[src/rtl/core_pkg.sv]
// Shared definitions for the segmented core's fetch front end.
//   XLEN      : datapath / address width
//   NOP_INST  : instruction shown to decode when no fetched word is available
//   PC_STEP   : byte distance between sequential instruction words
//   DROP_W    : width of the stale-response drop counter
//   fetch_entry_t : one buffered fetch result {inst, pc, pcinc}
package core_pkg;

    localparam int          XLEN     = 32;
    localparam logic [31:0] NOP_INST = 32'h0000_0033;
    localparam logic [31:0] PC_STEP  = 32'd4;

    // Repeated redirects against a slow memory can leave more stale words in
    // flight than the FIFO depth, so the drop counter gets generous headroom.
    localparam int          DROP_W   = 8;

    typedef struct packed {
        logic [XLEN-1:0] inst;
        logic [XLEN-1:0] pc;
        logic [XLEN-1:0] pcinc;
    } fetch_entry_t;

    // Force an address onto a word boundary.
    function automatic logic [XLEN-1:0] word_align(input logic [XLEN-1:0] addr);
        return {addr[XLEN-1:2], 2'b00};
    endfunction

endpackage

[src/rtl/fetch_fifo.sv]
// Synchronous FIFO with flush, used both for buffered fetch entries and for
// the PC tag queue of outstanding requests.
//   clk, rst_n  : clock, asynchronous active-low reset
//   flush       : empty the FIFO next cycle (wins over push/pop)
//   push/push_data : write an entry; legal when full only together with pop
//   pop         : drop the head entry (ignored when empty)
//   head        : current head entry (undefined contents when empty)
//   full/empty/count : occupancy status
module fetch_fifo
    import core_pkg::*;
#(
    parameter int  DEPTH = 4,
    parameter type T     = fetch_entry_t
) (
    input  logic                     clk,
    input  logic                     rst_n,
    input  logic                     flush,
    input  logic                     push,
    input  T                         push_data,
    input  logic                     pop,
    output T                         head,
    output logic                     full,
    output logic                     empty,
    output logic [$clog2(DEPTH):0]   count
);

    localparam int AW = $clog2(DEPTH);

    T               mem [DEPTH];
    logic [AW-1:0]  rd_ptr;
    logic [AW-1:0]  wr_ptr;
    logic           do_push;
    logic           do_pop;

    assign empty   = (count == '0);
    assign full    = (count == (AW+1)'(DEPTH));
    assign do_pop  = pop && !empty;
    // A full FIFO still accepts a push when the head leaves in the same cycle.
    assign do_push = push && (!full || do_pop);
    assign head    = mem[rd_ptr];

    always_ff @(posedge clk or negedge rst_n) begin
        if (!rst_n) begin
            rd_ptr <= '0;
            wr_ptr <= '0;
            count  <= '0;
        end else if (flush) begin
            rd_ptr <= '0;
            wr_ptr <= '0;
            count  <= '0;
        end else begin
            if (do_push) wr_ptr <= wr_ptr + 1'b1;
            if (do_pop)  rd_ptr <= rd_ptr + 1'b1;
            count <= count + (AW+1)'(do_push) - (AW+1)'(do_pop);
        end
    end

    // Storage needs no reset: entries are only visible through count.
    always_ff @(posedge clk) begin
        if (do_push) mem[wr_ptr] <= push_data;
    end

    push_overflow_a: assert property (@(posedge clk) disable iff (!rst_n)
        !(push && full && !pop && !flush));

endmodule

[src/rtl/fetch_prefetch_buffer.sv]
// Instruction-fetch front end feeding the decode-stage instruction register.
// Owns the fetch PC, requests words from instruction memory, buffers returned
// words with their PC and PC+4, and presents the oldest one to decode.
//
// Handshakes: a request transfers on a cycle where imem_req_valid and
// imem_req_ready are both high; a head entry transfers on a cycle where
// inst_valid and inst_ready are both high; imem_resp_valid is a single-cycle
// strobe with no back-pressure, responses in request order.
//
//   clk, rst_n            : clock, asynchronous active-low reset
//   imem_req_valid/addr   : fetch request (word aligned)
//   imem_req_ready        : memory accepts the request
//   imem_resp_valid/data  : returned instruction word
//   redirect_valid/pc     : taken branch/jump, flushes everything in flight
//   inst_valid/data/pc/pcinc : head entry (NOP and zero PCs when empty)
//   inst_ready            : decode consumes the head (low on hazard stall)
module fetch_prefetch_buffer
    import core_pkg::*;
#(
    parameter int          DEPTH    = 4,
    parameter logic [31:0] RESET_PC = 32'h0000_0000
) (
    input  logic             clk,
    input  logic             rst_n,
    output logic             imem_req_valid,
    output logic [XLEN-1:0]  imem_req_addr,
    input  logic             imem_req_ready,
    input  logic             imem_resp_valid,
    input  logic [XLEN-1:0]  imem_resp_data,
    input  logic             redirect_valid,
    input  logic [XLEN-1:0]  redirect_pc,
    output logic             inst_valid,
    output logic [XLEN-1:0]  inst_data,
    output logic [XLEN-1:0]  inst_pc,
    output logic [XLEN-1:0]  inst_pcinc,
    input  logic             inst_ready
);

    localparam int CW = $clog2(DEPTH);

    logic [XLEN-1:0]   fetch_pc;
    logic [CW:0]       outstanding;   // live requests whose words will be kept
    logic [DROP_W-1:0] drop_cnt;      // stale words still to be discarded
    logic [CW+1:0]     credit_used;

    fetch_entry_t      inst_head;
    fetch_entry_t      push_entry;
    logic [XLEN-1:0]   tag_head;
    logic [CW:0]       inst_count;
    logic [CW:0]       tag_count;
    logic              inst_full, inst_empty, tag_full, tag_empty;

    logic              req_fire;
    logic              resp_keep;
    logic              resp_drop;
    logic              pop_fire;

    // Buffered entries plus requests still owed a word may never exceed the
    // FIFO depth, so every kept response is guaranteed a slot.
    assign credit_used    = {1'b0, inst_count} + {1'b0, outstanding};
    assign imem_req_valid = rst_n && !redirect_valid && (credit_used < (CW+2)'(DEPTH));
    assign imem_req_addr  = fetch_pc;

    assign req_fire  = imem_req_valid && imem_req_ready;
    assign resp_drop = imem_resp_valid && (drop_cnt != '0);
    assign resp_keep = imem_resp_valid && (drop_cnt == '0) && !redirect_valid;
    assign pop_fire  = inst_valid && inst_ready && !redirect_valid;

    assign push_entry = '{inst: imem_resp_data, pc: tag_head, pcinc: tag_head + PC_STEP};

    always_ff @(posedge clk or negedge rst_n) begin
        if (!rst_n) begin
            fetch_pc    <= word_align(RESET_PC);
            outstanding <= '0;
            drop_cnt    <= '0;
        end else if (redirect_valid) begin
            fetch_pc    <= word_align(redirect_pc);
            outstanding <= '0;
            // Everything still in flight becomes stale; a word arriving right
            // now is consumed by this cycle and needs no later drop.
            drop_cnt    <= drop_cnt + DROP_W'(outstanding) - DROP_W'(imem_resp_valid);
        end else begin
            if (req_fire) fetch_pc <= fetch_pc + PC_STEP;
            outstanding <= outstanding + (CW+1)'(req_fire) - (CW+1)'(resp_keep);
            if (resp_drop) drop_cnt <= drop_cnt - 1'b1;
        end
    end

    fetch_fifo #(.DEPTH(DEPTH), .T(logic [XLEN-1:0])) u_tag_q (
        .clk       (clk),
        .rst_n     (rst_n),
        .flush     (redirect_valid),
        .push      (req_fire),
        .push_data (fetch_pc),
        .pop       (resp_keep),
        .head      (tag_head),
        .full      (tag_full),
        .empty     (tag_empty),
        .count     (tag_count)
    );

    fetch_fifo #(.DEPTH(DEPTH), .T(fetch_entry_t)) u_inst_q (
        .clk       (clk),
        .rst_n     (rst_n),
        .flush     (redirect_valid),
        .push      (resp_keep),
        .push_data (push_entry),
        .pop       (pop_fire),
        .head      (inst_head),
        .full      (inst_full),
        .empty     (inst_empty),
        .count     (inst_count)
    );

    assign inst_valid = !inst_empty;
    assign inst_data  = inst_valid ? inst_head.inst  : NOP_INST;
    assign inst_pc    = inst_valid ? inst_head.pc    : '0;
    assign inst_pcinc = inst_valid ? inst_head.pcinc : '0;

    // Every kept word must have a tag, and the tag queue tracks exactly the
    // live outstanding requests.
    tag_present_a: assert property (@(posedge clk) disable iff (!rst_n)
        resp_keep |-> !tag_empty);
    tag_count_a: assert property (@(posedge clk) disable iff (!rst_n)
        (tag_count == outstanding) && !(tag_full && req_fire && !resp_keep));
    inst_room_a: assert property (@(posedge clk) disable iff (!rst_n)
        (resp_keep && inst_full) |-> pop_fire);

endmodule

[config.mk]
export PLATFORM = sky130hd
export DESIGN_NAME = fetch_prefetch_buffer
export DESIGN_NICKNAME = d
export VERILOG_FILES = /design/src/rtl/core_pkg.sv /design/src/rtl/fetch_fifo.sv /design/src/rtl/fetch_prefetch_buffer.sv
export SDC_FILE = /design/constraint.sdc
export NUM_CORES = 1
export LEC_CHECK = 0
export ABC_AREA = 0
export BUFFER_PORTS_ARGS = -buffer_cell sky130_fd_sc_hd__buf_2
export CAP_MARGIN = 10
export CORE_ASPECT_RATIO = 1.25
export CORE_UTILIZATION = 45
export CTS_BUF_LIST = sky130_fd_sc_hd__clkbuf_4
export DETAILED_ROUTE_END_ITERATION = 10
export PLACE_DENSITY = 0.75
export SLEW_MARGIN = 20
export SYNTH_ARGS = -nofsm -noshare
export SYNTH_HDL_FRONTEND = slang
export SYNTH_SLANG_ARGS = --single-unit
[constraint.sdc]
create_clock -name clk -period 4.9 [get_ports clk]
set_clock_uncertainty 0.1 [all_clocks]
set_input_delay 0.245 -clock clk [delete_from_list [all_inputs] [get_ports clk]]
set_output_delay 0.245 -clock clk [all_outputs]
set_load 0.02 [all_outputs]
# Word-level counts from Yosys, hierarchy flattened
# Memories as Yosys holds them, arrays and structs flattened.
# Index checks and enable logic that the tools add are counted.
[classes]
n_lt_le_gt_ge = 1
muxes = 22
n_reduce_logical = 29
n_addsub = 16
eq_ne = 2
[ops]
columns = ["op", "count"]
rows = [
  ["$mux 32", 5],
  ["$add 32x3->32 const B", 2],
  ["$mux 2", 8],
  ["$mux 8", 2],
  ["$logic_and 1x1->1", 12],
  ["$reduce_bool 2->1", 6],
  ["$add 3x1->3", 3],
  ["$mux 3", 3],
  ["$sub 3x1->3", 3],
  ["$add 2x1->2 const B", 4],
  ["$add 8x3->8", 1],
  ["$logic_not 8->1", 1],
  ["$reduce_bool 8->1", 1],
  ["$sub 8x1->8", 1],
  ["$sub 8x1->8 const B", 1],
  ["$eq 3x3->1 const B", 2],
  ["$logic_not 3->1", 2],
  ["$logic_not 1->1", 5],
  ["$add 3x3->4", 1],
  ["$lt 4x3->1 const B", 1],
  ["$mux 1", 4],
  ["$logic_or 1x1->1", 2],
]
[totals]
ram_bits = 512
out_inout_bits = 130
ff_bits = 57
in_bits = 70
wordCells = 81
memories = 2
[mem_list]
columns = ["memory", "words", "word_bits", "read_ports", "rd_ports_with_merged_regs", "write_ports", "line_no", "text"]
rows = [
  ["u_inst_q.mem", 4, 96, 1, 0, 1, "fetch_fifo.sv:29", "T mem [DEPTH];"],
  ["u_tag_q.mem", 4, 32, 1, 0, 1, "fetch_fifo.sv:29", ""],
]

# Logic depth before layout (Yosys ltp)
# Gate-level depths: netlist of the first run.
[depth]
depth_word = 10
ltp_mapped = 13
ltp_nobuf = 12

# By module
# A second synthesis of the first run with hierarchy kept.
[unflattened]
hier_cells = 1287
hier_area_um2 = 23557.6
[modules_own_cells]
columns = ["mod", "area_per_inst_um2", "instances", "seq_area_each_um2", "cells_per_inst"]
rows = [
  ["fetch_fifo (u_inst_q)", 14292.5, 1, 11706.2, 546],
  ["fetch_fifo (u_tag_q)", 5106.1, 1, 4018.9, 212],
  ["fetch_prefetch_buffer", 4159.0, 1, 1026.0, 529],
]

# Least setup slack after synthesis of the first run
# No wires, ideal clock.
[synth_timing]
kind = "flip-flop to flip-flop"
from = "register drop_cnt[4]"
to = "memory u_inst_q.mem[1][10] (netlist name) (enable)"
synth_period_minus_slack_ns = 4.170
path_stages_with_launch = 7
t_arrival_ns = 3.609
setup_ns = 0.461
slack_ns = 0.730
t_required_ns = 4.339
n_path_buf = 0
cell_sequence = "dfrtp_1 > inv_1 > ha_1 > and3_1 > nand4_1 > nor2_1 > and2_1"
[synth_between]
elab_chain_cells = 6
[synth_lines]
columns = ["element", "line_no", "text"]
rows = [
  ["start, declared", "fetch_prefetch_buffer.sv:43", "logic [DROP_W-1:0] drop_cnt;"],
  ["start signal, assigned", "fetch_prefetch_buffer.sv:81", "drop_cnt <= drop_cnt + DROP_W'(outstanding) - DROP_W'(imem_resp_valid);"],
  ["start signal, assigned", "fetch_prefetch_buffer.sv:85", "if (resp_drop) drop_cnt <= drop_cnt - 1'b1;"],
  ["$logic_not 8->1", "fetch_prefetch_buffer.sv:66", "assign resp_keep = imem_resp_valid && (drop_cnt == '0) && !redirect_valid;"],
  ["$logic_and 1x1->1 (2 in series)", "fetch_prefetch_buffer.sv:66", ""],
  ["$logic_and 1x1->1", "fetch_fifo.sv:39", "assign do_push = push && (!full || do_pop);"],
  ["$mux 1", "fetch_fifo.sv:60", "if (do_push) mem[wr_ptr] <= push_data;"],
  ["$mux 1 (not written as such)", "fetch_fifo.sv:60", ""],
  ["end, declared", "fetch_fifo.sv:29", ""],
]
# Every way passes these cells.

# Final worst setup path of the first run
[layout_timing]
from = "register outstanding[2]"
to = "register fetch_pc[26] (netlist: imem_req_addr[26])"
[layout_between]
elab_chain_cells = 5
[layout_lines]
columns = ["element", "line_no", "text"]
rows = [
  ["start, declared", "fetch_prefetch_buffer.sv:42", "logic [CW:0] outstanding;"],
  ["start signal, assigned", "fetch_prefetch_buffer.sv:84", "outstanding <= outstanding + (CW+1)'(req_fire) - (CW+1)'(resp_keep);"],
  ["$add 3x3->4", "fetch_prefetch_buffer.sv:60", "assign credit_used = {1'b0, inst_count} + {1'b0, outstanding};"],
  ["$lt 4x3->1", "fetch_prefetch_buffer.sv:61", "assign imem_req_valid = rst_n && !redirect_valid && (credit_used < (CW+2)'(DEPTH));"],
  ["$logic_and 1x1->1", "fetch_prefetch_buffer.sv:61", ""],
  ["$logic_and 1x1->1", "fetch_prefetch_buffer.sv:64", "assign req_fire = imem_req_valid && imem_req_ready;"],
  ["$reduce_bool 2->1 (no line)", "n/a", ""],
  ["end signal, assigned", "fetch_prefetch_buffer.sv:73", "fetch_pc <= word_align(RESET_PC);"],
  ["end signal, assigned", "fetch_prefetch_buffer.sv:77", "fetch_pc <= word_align(redirect_pc);"],
  ["end signal, assigned", "fetch_prefetch_buffer.sv:83", "if (req_fire) fetch_pc <= fetch_pc + PC_STEP;"],
  ["end, declared", "fetch_prefetch_buffer.sv:41", "logic [XLEN-1:0] fetch_pc;"],
]
# Every way passes these cells.
# A chain may end at the register's enable or synchronous reset.

==> qor.yml, run 1 <==
worst_setup_path:
  startpoint_type: "flip-flop"
  critPathKind: "reg2reg"
  critPathMaxFanout: 14
  cp.required_ns: 5.48
  end_kind: "flip-flop"
  r2r_slack_ns: 0.72
  cp.arrival_ns: 4.76
detailed_routing:
  totalWireLength_mm: 48.0
  num_vias: 12682
  viasPerCell: 5.27
  first_pass_iters: 5
  drc: 0
  wl_per_cell_um: 19.9
  antenna_left: 0
  drtIter0Drc: 656
global_routing:
  antenna_found_initial: 2
  met3_usage_pct: 3.81
  met1_usage_pct: 23.4
  grt-ovfl-total: 0
  grt_first_pass_wirelength_mm: 74.6
  grt_start_max_net_pins: 91
  busiest_layer: "met2"
  grt_util_met2_pct: 33.7
  grt_use_total_pct: 19.5
  grt_pass1_vias: 13710
placed_design:
  place_area_mm2: 0.0241
  gp_congestion: 0.777
  dp.cells: 2035
  hpwl_mm: 27.8
  port_buffers: 191
  dp_slack_ns: 1.17
min_path:
  hold_class: "in2reg"
clock_tree:
  clkTransAtPathRegs_ns: 0.07
  cts_inserted_buffers: 133
  cts_max_level: 4
  cts_setup_buffers: 0
  ctsLongestPathBuffers: 3
  cts_root_buffer: "clkbuf_4"
  clk_latency_ns: 0.84
  cts_tree: "yes"
  cts_sinks: 543
  cts_resized: 0
sta:
  setup_viol: 0
  period_needed_ns: 4.18
  hold_ws_ns: 0.0829
  worst_pin_slew_ns: 1.11
  hold_viol: 0
  max_freq_mhz: 239
  max_slew_margin_pct: 25.3
  fin_crit_sh_pct: 85.4
  rsz0062_at_grt: "no"
  setup_total_negative_slack_ns: 0
  drv_slew: 0
  setup_ws_ns: 0.716
floorplan:
  initial_core_util_pct: 45.9
  num_rows: 90
  die-height_um: 251
  dieArea_mm2: 0.0505
  io_pins: 200
  core-area_mm2: 0.0486
  die_w_um: 201
logic_synthesis:
  synth_flop_cell: "edfxtp_1"
  async_flop_share_pct: 10.1
  ys.warnings.count: 0
  yosysTopAreaCellShare_pct: 65.6
  synth_area_mm2: 0.0223
  synth.yosys.seq_area_share_pct: 71.8
  ys_types: 51
  synth_edf_count: 488
  ys_ff_latch: 543
  syn_area_per_cell_um2: 18.1
  synth_top_area_cell: "edfxtp_1"
  synth.top_cells.by_count: "488 x edfxtp_1, 122 x mux4_2, 99 x and2_1"
  yosysMostFrequentCell: "edfxtp_1"
  syn_inst: 1231
  synthTopCellsByArea: "edfxtp_1 66%, mux4_2 12%, dfrtp_1 6.2%"
cells_and_area:
  layout.core_utilization_pct: 56.1
  syn_to_final_growth_pct: 22.1
  drive_gt1_share_pct: 31.9
  fin_nets: 1775
  finalInstanceArea_mm2: 0.0273
  instances_no_fill: 2408
power:
  vdd_drop_max_uv: 336
  p_leak_nw: 9.75
  cellPowerDensity_mw_per_mm2: 428
  switchingPower_mw: 3.38
  power.internal_mw: 8.30
  switching_share_pct: 28.9
  power_frac_clock_pct: 32.3
  seqPwrFrac_pct: 45.8
  power_mw: 11.7
  power_frac_comb_pct: 21.8
outcome:
  status: "completed"
flow_run:
  timing.max_cap.violations: 0
layout by cell type, fill, tap and decap left out, types with 17 or more instances in the layout:
cell type,netlist,layout
xor2_1,19,19
dfrtp_1,55,52
nor2_1,42,42
edfxtp_1,488,488
buf_4,6,17
inv_1,36,36
nand2_1,59,59
xnor2_1,34,34
nand3_1,20,20
dlygate4sd3_1,0,141
mux4_2,122,122
clkbuf_4,0,187
ha_1,33,33
and2_1,99,95
buf_2,7,191
o21ai_0,25,25
clkinv_1,2,25
per-layer routing:
metal	share of wire (%)	up-vias
met1	41	6425
li1	-	5763
met3	4.2	115
met5	0.027	-
met2	51	377
met4	3.4	2
repair_timing:
action / CTS / global route
endpoints found under the setup margin: 0 / 0
hold buffers: 141 / 0
endpoints found under the hold margin: 237 / 0
critical path: stages (launching register included):
cell and delay (ns):
dfrtp_1 0.41, ha_1 0.29, or4b_1 0.55, or4b_1 0.74
or3_1 0.61, or2_1 0.42, o211ai_1 0.22, o311ai_1 0.12
dlygate4sd3_1 0.57
sequential cells by signal, indices dropped and copies added, names as in the netlist:
| register | count |
|---|---|
| u_tag_q.mem | 120 |
| u_tag_q.rd_ptr | 2 |
| imem_req_addr | 30 |
| outstanding | 3 |
| u_tag_q.count | 3 |
| u_inst_q.count | 3 |
| drop_cnt | 8 |
| u_inst_q.rd_ptr | 2 |
| u_tag_q.wr_ptr | 2 |
| u_inst_q.wr_ptr | 2 |
| u_inst_q.mem | 368 |
final cells by class:
| type | count | area (µm²) |
|---|---|---|
| clock buffer | 187 | 1400 |
| tap | 644 | 806 |
| multi-input combinational | 597 | 5930 |
| inverter | 38 | 143 |
| timing repair buffer | 355 | 2620 |
| antenna | 1 | 2.50 |
| clock inverter | 43 | 327 |
| sequential | 543 | 16000 |
| fill | 3730 | 21400 |
final timing paths:
| path | from | to | depth (start not counted) |
|---|---|---|---|
| max reg2reg | outstanding[2]$_DFF_PN0_ | imem_req_addr[26]$_DFFE_PN0N_ | 8 |
| min | imem_resp_data[29] | u_inst_q.mem[0][93]$_DFFE_PP_ | 2 |
| max | outstanding[2]$_DFF_PN0_ | imem_req_addr[26]$_DFFE_PN0N_ | 8 |
| min reg2reg | u_inst_q.wr_ptr[0]$_DFFE_PN0P_ | u_inst_q.wr_ptr[0]$_DFFE_PN0P_ | 1 |
| min in group asynchronous | rst_n | u_inst_q.rd_ptr[0]$_DFFE_PN0P_ | 3 |
| max in group asynchronous | rst_n | u_inst_q.rd_ptr[1]$_DFFE_PN0P_ | 3 |
power groups by stage:
stage                     clock [mW]  combinational (mW)  sequential [mW]
after floorplan                    0                1.70             5.40
after global placement             0                2.37             5.49
after detailed placement           0                2.40             5.50
after CTS                       3.90                2.52             5.40
after global routing            4.11                2.80             5.37
final                           3.78                2.55             5.35
logic make-up (layout without fill, tap and decap cells):
kind of cell / count (synthesis) / count (layout) / synth area share (%)
xor+xnor: 53 / 53 / 2.08
flops: 543 / 543 / 71.8
mux: 126 / 126 / 12.5
simple gates: 284 / 284 / 6.76
compound gates: 91 / 91 / 2.86
buf+inv: 96 / 623 / 1.79
fa+ha+maj: 37 / 37 / 2.21
other cells: 1 / 7 / 0.0168
Power figures use the tool's default switching activity.
==> inputs of run 2 (changes only) <==
Settings changed: MAX_ROUTING_LAYER set to met4.
==> qor.yml, run 2 (synthesized netlist as in run 1, its figures left out) <==
detailed_routing:
  drtIter0Drc: 723
  totalWireLength_mm: 47.9
  num_vias: 12756
  drc: 0
  antenna_left: 0
  wl_per_cell_um: 19.9
  first_pass_iters: 6
  viasPerCell: 5.30
worst_setup_path:
  path_cells: "ha_1 > or4b_1 > or4b_1 > or3_1 > or2_1 > o211ai_1 > o311ai_1 > dlygate4sd3_1"
  slowest_delay_ns: 0.74
  worstReg2RegStart: "outstanding[2]$_DFF_PN0_"
  end_kind: "flip-flop"
  startpoint: "outstanding[2]$_DFF_PN0_"
  startpoint_type: "flip-flop"
  worst-path-buf-inv: 1
  cpMaxStageDelayCell: "or4b_1"
  cp.arrival_ns: 4.75
  cp.required_ns: 5.48
  critPathKind: "reg2reg"
  cp_common_cell: "or4b_1"
  critPathMaxFanout: 14
  cp_top_family: "simple AND/OR/NAND/NOR gates"
power:
  cellPowerDensity_mw_per_mm2: 428
  power.internal_mw: 8.30
  p_leak_nw: 9.75
  vdd_drop_max_uv: 333
  power_mw: 11.7
  switching_share_pct: 28.9
  power_frac_clock_pct: 32.3
  switchingPower_mw: 3.37
  power_frac_comb_pct: 21.8
  seqPwrFrac_pct: 45.9
sta:
  max_freq_mhz: 240
  period_needed_ns: 4.17
  setup_total_negative_slack_ns: 0
  hold_viol: 0
  drv_slew: 0
  worst_pin_slew_ns: 0.971
  max_slew_margin_pct: 34.8
  rsz0062_at_grt: "no"
  fin_crit_sh_pct: 85.1
  setup_viol: 0
floorplan:
  die_w_um: 201
  initial_core_util_pct: 45.9
  dieArea_mm2: 0.0505
  core-area_mm2: 0.0486
  num_rows: 90
  io_pins: 200
  die-height_um: 251
global_routing:
  grt_start_max_net_pins: 91
  grt_first_pass_wirelength_mm: 74.6
  grt_pass1_vias: 13698
  antenna_found_initial: 2
  grt_use_total_pct: 20.1
  grt-ovfl-total: 0
clock_tree:
  cts_inserted_buffers: 133
  cts_sinks: 543
  cts_max_level: 4
  cts_resized: 0
  ctsLongestPathBuffers: 3
  clkTransAtPathRegs_ns: 0.07
  cts_root_buffer: "clkbuf_4"
  cts_tree: "yes"
  clk_latency_ns: 0.83
cells_and_area:
  largest_register_ffs: 368
  final_cell_mix: "488 x edfxtp_1, 191 x buf_2, 187 x clkbuf_4, 141 x dlygate4sd3_1, 122 x mux4_2"
  final_common_cell: "edfxtp_1"
  fin_nets: 1775
  drive_gt1_share_pct: 31.9
  syn_to_final_growth_pct: 22.1
  num-fill-cells: 3731
  multi_input_area_mm2: 0.00593
  seqCellArea_mm2: 0.0160
  largest-register: "u_inst_q.mem"
placed_design:
  hpwl_mm: 27.8
  port_buffers: 191
  gp_congestion: 0.787
outcome:
  status: "completed"
min_path:
  worstHoldStart: "imem_resp_data[24]"
  hold_class: "in2reg"
flow_run:
  timing.max_cap.violations: 0
run 2: cell count changes in the layout (fill, tap and decap cells not counted):
cell / delta
diode_2: +1
run 2: routing by layer:
metal	up-vias	part of all wire [%]	track usage, %
met5	-	0	-
met4	0	3.3	9.61
met3	111	4.6	3.93
met2	410	51	33.7
met1	6467	41	23.5
li1	5768	-	-
run 2: cell type report:
type,count,share of cell area [%]
clock inverter,43,1.20
sequential,543,58.8
antenna,2,0.0184
clock buffer,187,5.15
inverter,38,0.523
timing repair buffer,355,9.62
multi-input combinational,597,21.7
tap,644,2.95
run 2: repair_timing:
action / 4_1_cts / 5_1_grt
endpoints found under the hold margin: 237 / 0
hold buffers: 141 / 0
endpoints found under the setup margin: 0 / 0
buffers inserted: 0 / 0
run 2: power by group through the flow:
stage               registers, mW  logic (mW)  clock network (mW)
global route                 5.37        2.80                4.11
global placement             5.49        2.37                   0
detailed placement           5.50        2.40                   0
CTS                          5.40        2.52                3.90
floorplan                    5.40        1.70                   0
finish                       5.35        2.55                3.77
run 2: worst paths after layout:
path	endpoint	slack [ns]	cells after the start
worst max-delay path	imem_req_addr[26]$_DFFE_PN0N_	0.73	8
worst min-delay path	u_inst_q.mem[2][88]$_DFFE_PP_	0.09	2
worst max register to register	imem_req_addr[26]$_DFFE_PN0N_	0.73	8
worst min register to register	u_inst_q.wr_ptr[0]$_DFFE_PN0P_	0.48	1
max in group asynchronous	u_inst_q.rd_ptr[1]$_DFFE_PN0P_	4.05	3
min in group asynchronous	u_inst_q.count[2]$_DFF_PN0_	0.12	3
run 2: worst register-to-register path, cell delays in order (launching register included):
cell,delay [ns]
dfrtp_1,0.41
ha_1,0.29
or4b_1,0.55
or4b_1,0.74
or3_1,0.61
or2_1,0.42
o211ai_1,0.22
o311ai_1,0.12
dlygate4sd3_1,0.57
run 2: stage by stage:
step           instance area, µm²  hold slack, ns  worst slack (ns)  utilization, %  std cells
2_1_floorplan               22300          -0.151             0.730               -       1236
3_3_place_gp                24100           0.352              1.24            49.5       2035
3_5_place_dp                24100           0.360              1.17            49.5       2035
4_1_cts                     27200        0.000156             0.702            56.0       2406
5_1_grt                     27300          0.0162             0.493            56.1       2409
6_report                    27300          0.0857             0.729            56.1       2409
